===== config.mk =====
export PLATFORM = sky130hd
export DESIGN_NAME = if_fetch_unit_flat
export DESIGN_NICKNAME = d
export VERILOG_FILES = /design/src/rtl/if_fetch_unit_if.sv /design/src/rtl/if_fetch_unit.sv /design/src/flat_wrapper.sv
export SDC_FILE = /design/constraint.sdc
export NUM_CORES = 1
export LEC_CHECK = 0
export ABC_AREA = 1
export BUFFER_PORTS_ARGS = -buffer_cell sky130_fd_sc_hd__clkbuf_2
export CORE_MARGIN = 8
export CORE_UTILIZATION = 57
export DETAILED_ROUTE_END_ITERATION = 16
export GPL_TIMING_DRIVEN = 0
export PLACE_DENSITY = 0.94
export SYNTH_ARGS = -nofsm -noshare
export SYNTH_HDL_FRONTEND = slang
export SYNTH_SLANG_ARGS = --single-unit

===== constraint.sdc =====
create_clock -name clk -period 3.6 [get_ports clk]
set_clock_uncertainty 0.2 [all_clocks]
set_input_delay 0.54 -clock clk [delete_from_list [all_inputs] [get_ports clk]]
set_output_delay 0.54 -clock clk [all_outputs]
set_load 0.01 [all_outputs]

===== src/rtl/if_fetch_unit_if.sv =====
// Instruction-memory read port: request/ready address phase, rvalid data phase.
// The fetch unit is the master side and the memory is the slave side.
interface if_fetch_unit_if #(
  parameter int PC_WIDTH    = 64,
  parameter int INSTR_WIDTH = 32
);
  logic                   imem_req;
  logic [PC_WIDTH-1:0]    imem_addr;
  logic                   imem_ready;
  logic                   imem_rvalid;
  logic [INSTR_WIDTH-1:0] imem_rdata;

  modport master (
    output imem_req, imem_addr,
    input  imem_ready, imem_rvalid, imem_rdata
  );

  modport slave (
    input  imem_req, imem_addr,
    output imem_ready, imem_rvalid, imem_rdata
  );
endinterface


===== src/rtl/if_fetch_unit.sv =====
// Instruction-fetch stage: owns the PC, keeps one imem read in flight at most,
// and presents {instruction_out, pc_out, fetch_valid} to the IF/ID register.
module if_fetch_unit #(
  parameter int                     PC_WIDTH    = 64,
  parameter int                     INSTR_WIDTH = 32,
  parameter logic [PC_WIDTH-1:0]    RESET_PC    = '0,
  parameter logic [INSTR_WIDTH-1:0] NOP_INSTR   = 32'h0000_0013
) (
  input  logic                   clk,
  input  logic                   rst,
  input  logic                   stall,
  input  logic                   PCSrcD_Control,
  input  logic [PC_WIDTH-1:0]    branch_target,
  if_fetch_unit_if.master        imem,
  output logic [INSTR_WIDTH-1:0] instruction_out,
  output logic [PC_WIDTH-1:0]    pc_out,
  output logic                   fetch_valid
);

  typedef enum logic [2:0] {
    S_IDLE,
    S_REQ,
    S_WAIT,
    S_VALID,
    S_DROP
  } state_t;

  state_t                 state_q, state_d;
  logic [PC_WIDTH-1:0]    pc_q, pc_d;
  logic [INSTR_WIDTH-1:0] instr_q, instr_d;
  logic [PC_WIDTH-1:0]    pc_out_q, pc_out_d;
  logic                   valid_q, valid_d;

  logic [PC_WIDTH-1:0] redirect_pc;
  assign redirect_pc = {branch_target[PC_WIDTH-1:2], 2'b00};

  always_comb begin
    // NOTE: every *_d gets a default before the case so no path can leave
    // one unassigned and infer a latch; always_comb uses blocking '='.
    state_d  = state_q;
    pc_d     = pc_q;
    instr_d  = instr_q;
    pc_out_d = pc_out_q;
    valid_d  = valid_q;

    if (PCSrcD_Control) begin
      pc_d    = redirect_pc;
      valid_d = 1'b0;
      instr_d = NOP_INSTR;
    end

    unique case (state_q)
      S_IDLE: state_d = S_REQ;

      S_REQ: begin
        // A request accepted in the redirect cycle is stale; its data must be drained.
        if (PCSrcD_Control) state_d = imem.imem_ready ? S_DROP : S_REQ;
        else if (imem.imem_ready) state_d = S_WAIT;
      end

      S_WAIT: begin
        if (PCSrcD_Control) begin
          state_d = imem.imem_rvalid ? S_REQ : S_DROP;
        end else if (imem.imem_rvalid) begin
          instr_d  = imem.imem_rdata;
          pc_out_d = pc_q;
          valid_d  = 1'b1;
          pc_d     = pc_q + PC_WIDTH'(4);
          state_d  = S_VALID;
        end
      end

      S_VALID: begin
        if (PCSrcD_Control) begin
          state_d = S_REQ;
        end else if (!stall) begin
          valid_d = 1'b0;
          instr_d = NOP_INSTR;
          state_d = S_REQ;
        end
      end

      // Leave on the stale response even if another redirect lands the same cycle,
      // otherwise the FSM would wait for a response that never comes.
      S_DROP: if (imem.imem_rvalid) state_d = S_REQ;

      default: state_d = S_IDLE;
    endcase
  end

  always_ff @(posedge clk) begin
    // NOTE: sequential state uses non-blocking '<=' so all flops update together.
    if (rst) begin
      state_q  <= S_IDLE;
      pc_q     <= RESET_PC;
      instr_q  <= NOP_INSTR;
      pc_out_q <= '0;
      valid_q  <= 1'b0;
    end else begin
      state_q  <= state_d;
      pc_q     <= pc_d;
      instr_q  <= instr_d;
      pc_out_q <= pc_out_d;
      valid_q  <= valid_d;
    end
  end

  assign imem.imem_req   = (state_q == S_REQ);
  assign imem.imem_addr  = pc_q;
  assign instruction_out = instr_q;
  assign pc_out          = pc_out_q;
  assign fetch_valid     = valid_q;

endmodule


===== src/flat_wrapper.sv =====
// flat-port wrapper written by rule: the top's interface ports become plain ports
module if_fetch_unit_flat 
#(
  parameter int                     PC_WIDTH    = 64,
  parameter int                     INSTR_WIDTH = 32,
  parameter logic [PC_WIDTH-1:0]    RESET_PC    = '0,
  parameter logic [INSTR_WIDTH-1:0] NOP_INSTR   = 32'h0000_0013
)
  (clk, rst, stall, PCSrcD_Control, branch_target, instruction_out, pc_out, fetch_valid, imem_imem_req, imem_imem_addr, imem_imem_ready, imem_imem_rvalid, imem_imem_rdata);
  if_fetch_unit_if #(.PC_WIDTH(PC_WIDTH), .INSTR_WIDTH(INSTR_WIDTH)) imem_i ();
  input  logic clk;
  input  logic rst;
  input  logic stall;
  input  logic PCSrcD_Control;
  input  logic [PC_WIDTH-1:0] branch_target;
  output logic [INSTR_WIDTH-1:0] instruction_out;
  output logic [PC_WIDTH-1:0] pc_out;
  output logic fetch_valid;
  output wire logic [$bits(imem_i.imem_req)-1:0] imem_imem_req;
  output wire logic [$bits(imem_i.imem_addr)-1:0] imem_imem_addr;
  input wire logic [$bits(imem_i.imem_ready)-1:0] imem_imem_ready;
  input wire logic [$bits(imem_i.imem_rvalid)-1:0] imem_imem_rvalid;
  input wire logic [$bits(imem_i.imem_rdata)-1:0] imem_imem_rdata;
  assign imem_imem_req = imem_i.imem_req;
  assign imem_imem_addr = imem_i.imem_addr;
  assign imem_i.imem_ready = imem_imem_ready;
  assign imem_i.imem_rvalid = imem_imem_rvalid;
  assign imem_i.imem_rdata = imem_imem_rdata;
  if_fetch_unit #(.PC_WIDTH(PC_WIDTH), .INSTR_WIDTH(INSTR_WIDTH), .RESET_PC(RESET_PC), .NOP_INSTR(NOP_INSTR)) u_core (.clk(clk), .rst(rst), .stall(stall), .PCSrcD_Control(PCSrcD_Control), .branch_target(branch_target), .imem(imem_i), .instruction_out(instruction_out), .pc_out(pc_out), .fetch_valid(fetch_valid));
endmodule

# Word-level counts from Yosys, hierarchy flattened
# Index checks and enable logic that the tools add are counted.
[word_totals] ff_bits=164 latchBits=0 ramBits=0 rom_bits=0 input_bits=102 out_inout_bits=162 wordCells=44 mem_count=0
[classes] add_sub_neg=1 mul=0 div=0 order_cmp=0 eq_ne=8 n_shift=0 mux=26 bitwise_logic=1 reduce_logical=3
[ops] operator="64-bit two-way mux" n=4
[ops] operator="32-bit two-way mux" n=5
[ops] operator="64-bit by 3-bit adder with 64-bit output (second input constant)" n=1
[ops] operator="32-bit case mux with 2 select lines" n=1
[ops] operator="3-bit two-way mux" n=9
[ops] operator="3-bit case mux with 5 select lines" n=1
[ops] operator="3-bit by 2-bit equality test with 1-bit output (second input constant)" n=2
[ops] operator="3-bit inequality test (second input constant)" n=2
[ops] operator="1-bit two-way mux" n=5
[ops] operator="4-bit AND reduction" n=1
[ops] operator="3-bit by 1-bit equality test with 1-bit output (second input constant)" n=1
[ops] operator="3-bit equality test (second input constant)" n=1
[ops] operator="3-bit zero test" n=1
[ops] operator="3-bit by 2-bit inequality test with 1-bit output (second input constant)" n=1
[ops] operator="3-bit AND reduction" n=1
[ops] operator="2-bit inequality test (second input constant)" n=1
[ops] operator="1-bit case mux with 2 select lines" n=1
[ops] operator="1-bit NOT" n=1

# Logic depth before layout (Yosys ltp)
[depth] ltp_word=4 depth_mapped=12

# Worst setup path after synthesis
# OpenSTA, ideal clock, no wires.
[synth_timing] kind="input to register" start="in imem_imem_rvalid" end="reg u_core.pc_q[47] (netlist: u_core.imem.imem_addr[47])" t_arrival_ns=1.572 required_ns=3.278 slack_ns=1.706 cell_stages=8 n_path_buf=3 cell_sequence="buf_2 > nand2_1 > nor2_4 > buf_6 > buf_6 > nand2_1 > nor4_1 > nor2_1"
[synth_between] elab_chain_cells=3
[synth_lines] element="start, declared" line="flat_wrapper.sv:22" source="input wire logic [$bits(imem_i.imem_rvalid)-1:0] imem_imem_rvalid;"
[synth_lines] element="64-bit two-way mux" line="if_fetch_unit.sv:64" source="end else if (imem.imem_rvalid) begin"
[synth_lines] element="64-bit two-way mux" line="if_fetch_unit.sv:62" source="if (PCSrcD_Control) begin"
[synth_lines] element="64-bit two-way mux" line="if_fetch_unit.sv:52" source="unique case (state_q)"
[synth_lines] element="end signal, assigned" line="if_fetch_unit.sv:101" source="pc_q <= pc_d;"
[synth_lines] element="end, declared" line="if_fetch_unit.sv:29" source="logic [PC_WIDTH-1:0] pc_q, pc_d;"
# No other way between the ends.
# A chain may end at the register's enable or synchronous reset.

# Worst setup path after layout
[layout_timing] start="reg u_core.pc_q[3] (netlist: u_core.imem.imem_addr[3])" end="reg u_core.pc_q[48] (netlist: u_core.imem.imem_addr[48])"
[layout_between] elab_chain_cells=4
[layout_lines] element="64-bit by 3-bit adder with 64-bit output" line="if_fetch_unit.sv:68" source="pc_d = pc_q + PC_WIDTH'(4);"
[layout_lines] element="64-bit two-way mux" line="if_fetch_unit.sv:64"
[layout_lines] element="64-bit two-way mux" line="if_fetch_unit.sv:62"
[layout_lines] element="64-bit two-way mux" line="if_fetch_unit.sv:52"
# No other way between the ends.

==> impl_metrics.yaml <==
min_path:
  holdCritStartpoint: "imem_imem_rdata[1]"
  hold_class: "in2reg"
  whs_path_depth: 3
  worst_hold_path.endpoint: "u_core.instruction_out[1]"
yosys:
  synth_nets: 1566
  synth.largest_area_cell: "dfxtp_1"
  synth_seq_area_share: 0.356
  ys_top_cells_by_count: "nand2_1 (348), nor2_1 (222), dfxtp_1 (164)"
  synth_area_leaders: "dfxtp_1 (36%), nand2_1 (14%), nor2_1 (9.0%)"
  synthesis.yosys.warnings: 0
  mappedNetlistArea_mm2: 0.00922
  synth_enable_flop_cells: 0
  async_reset_ff_frac: 0
  ys_ff_latch: 164
  yosys.cell_count.top_type: "nand2_1"
  yosys.area.top_type_share: 0.356
  most_used_flip_flop_cell_after_synthesis: "dfxtp_1"
  postSynthAreaPerCell_um2: 6.30
  synthesized_instance_count: 1463
  number_of_distinct_library_cells_after_synthesis: 40
power:
  power_per_cell_area_mw_per_mm2: 392
  vdd.ir_drop.worst_v: 0.000333
  leakagePower_nw: 4.89
timing:
  final_period_minus_worst_setup_slack_ns: 2.43
  fin_ws_ns: 1.17
  tns_ns: 0
  report.final.slew_viol_count: 0
  worst_pin_slew_ns: 0.855
  worst_slew_margin_rel: 0.430
  post-route-period-util: 0.675
  grt_setup_unrepaired: "no"
  fin_worst_hold_slack_ns: 0.178
  final-setup-viol-count: 0
  timing.fmax_mhz: 411
  hold_violations: 0
placement:
  numPlacedInstances: 1939
  detailedPlacementHpwl_um: 32000
  gp_routability_congestion: 1.02
  placement.io_buffers: 260
  pre_cts_slack_ns: 1.17
critical_path:
  depth_of_the_worst_register_to_register_path: 9
  crit_arrival_ns: 2.59
  crit-reg2reg-capture: "u_core.imem.imem_addr[48]"
  criticalPathCategory: "reg2reg"
  cp.required_ns: 3.76
  worstPathMaxFanout: 6
  crit_path_end_kind: "register"
  r2r_start: "u_core.imem.imem_addr[3]"
  worst_reg2reg_setup_slack_ns: 1.17
  critPathLaunchType: "register"
outcome:
  outcome: "complete, no violations"
clock_tree:
  cts-resized-gates: 0
  cts.clk_slew.worst_paths_ns: 0.07
  post_cts.repair.setup_buffers: 0
  cts_inserted_buffers: 17
  holdBufCountCts: 0
  sinks_on_the_clock_net: 164
  root_buffer: "clkbuf_16"
  clk-insertion-delay-late_ns: 0.43
  cts_tree: "done"
  cts-htree-levels: 4
  cts.path.max_buffers: 2
layout:
  antenna_diode_count: 0
  nFillCells: 1375
  final_util: 0.718
  multi_input_area_mm2: 0.00504
  post_route_cells_drive_above_1_share: 0.216
  area.growth.synth_to_final_pct: 23.2
  layout.nets: 1845
  post_layout_nonfiller_instances: 1971
  final-seq-area_mm2: 0.00328
grt:
  globalRoute.totalOverflow: 0
  grtUsageTotal: 0.392
  global_route_wire_length_before_repair_um: 61300
  grt_max_degree: 17
  antenna_found_initial: 0
  grt_pass1_vias: 11000
floorplan:
  placement_rows: 46
  initial_utilization: 0.583
  dieWidth_um: 143
  die_y_um: 143
  core_region_area_mm2: 0.0158
  fp.dieArea_mm2: 0.0205
  num_io_pins: 264
run:
  cap_violations: 0
detailed_routing:
  routedWlPerCell_um: 20.9
  post_drt_via_cell_ratio: 5.97
  route.vias.total: 11800
  firstDrtPassIters: 7
  drt-initial-drc-count: 1529
  drc: 0
  drt-total-wl_um: 41100
  ant_nets: 0
-- stage by stage --
stage          cell area (um2)  power (mW)
3_5_place_dp             10800        2.64
4_1_cts                  11400        4.42
6_report                 11400        4.45
3_3_place_gp             10800        2.62
2_1_floorplan             9220        2.35
5_1_grt                  11400        4.58
-- registers in the layout, summed over array words and instances (netlist names) --
register,count
u_core.pc_out,64
u_core.state_q,3
u_core.fetch_valid,1
u_core.instruction_out,32
u_core.imem.imem_addr,64
-- cell type report --
class	count	share of cell area
Buffer	80	0.0344
Sequential cell	164	0.289
Tap cell	216	0.0238
Multi-Input combinational cell	1085	0.444
Timing Repair Buffer	260	0.115
Clock inverter	14	0.0123
Inverter	134	0.0443
Clock buffer	18	0.0378
-- report_power, final --
group / total (mW) / internal (mW) / leakage, nW / switching [mW]
Clock: 1.83 / 0.977 / 0.280 / 0.854
Combinational: 0.641 / 0.216 / 3.28 / 0.424
Sequential: 1.98 / 1.89 / 1.33 / 0.0962
-- logic make-up (layout without fill, tap and decap cells) --
group	Yosys count	in the layout	synth area share
flip-flops	164	164	0.356
XOR/XNOR	3	3	0.00285
adder cells (fa/ha/maj)	1	1	0.00136
AND/OR/NAND/NOR	749	749	0.344
AO/OA/AOI/OAI	332	332	0.199
buffers and inverters	214	506	0.0969
-- worst max-delay path by stage --
stage / from / end / slack (ns) / cells past startpoint
floorplan: imem_imem_rvalid / u_core.imem.imem_addr[47] / 1.71 / 8
global placement: PCSrcD_Control / u_core.imem.imem_addr[15] / 1.15 / 9
detailed placement: PCSrcD_Control / u_core.imem.imem_addr[15] / 1.17 / 9
CTS: u_core.imem.imem_addr[3] / u_core.imem.imem_addr[46] / 1.27 / 10
global route: u_core.imem.imem_addr[3] / u_core.imem.imem_addr[48] / 1.04 / 9
finish: u_core.imem.imem_addr[3] / u_core.imem.imem_addr[48] / 1.17 / 9
-- per-layer routing --
| metal | vias to the layer above | GRT usage | routed length, um |
|---|---|---|---|
| li1 | 5352 | - | - |
| met1 | 5321 | 0.478 | 14900 |
| met2 | 912 | 0.615 | 18100 |
| met3 | 188 | 0.0915 | 5450 |
| met4 | 0 | 0.240 | 2610 |
| met5 | - | 0 | 0 |
-- placed cells by master, fill, tap and decap left out, types with 14 or more instances in the layout --
| master | instances |
|---|---|
| a211oi_1 | 14 |
| a21oi_1 | 157 |
| buf_2 | 24 |
| clkbuf_1 | 39 |
| clkbuf_16 | 17 |
| clkbuf_2 | 260 |
| dfxtp_1 | 164 |
| inv_1 | 124 |
| nand2_1 | 348 |
| nand3_1 | 101 |
| nand4_1 | 14 |
| nor2_1 | 222 |
| nor2_2 | 16 |
| nor3_1 | 15 |
| o21ai_0 | 104 |
| o21ai_1 | 22 |
-- worst max-delay path: stages (launching register included) --
cell     delay [ns]
dfxtp_1        0.47
ha_1           0.28
nand3_1        0.17
nor2_1         0.28
nand3_1        0.23
nor2_2         0.26
nand2_1        0.12
nor3_1         0.21
nor2_1         0.06
nor2_1         0.07
Note: power is estimated with default switching activity, not from simulation.
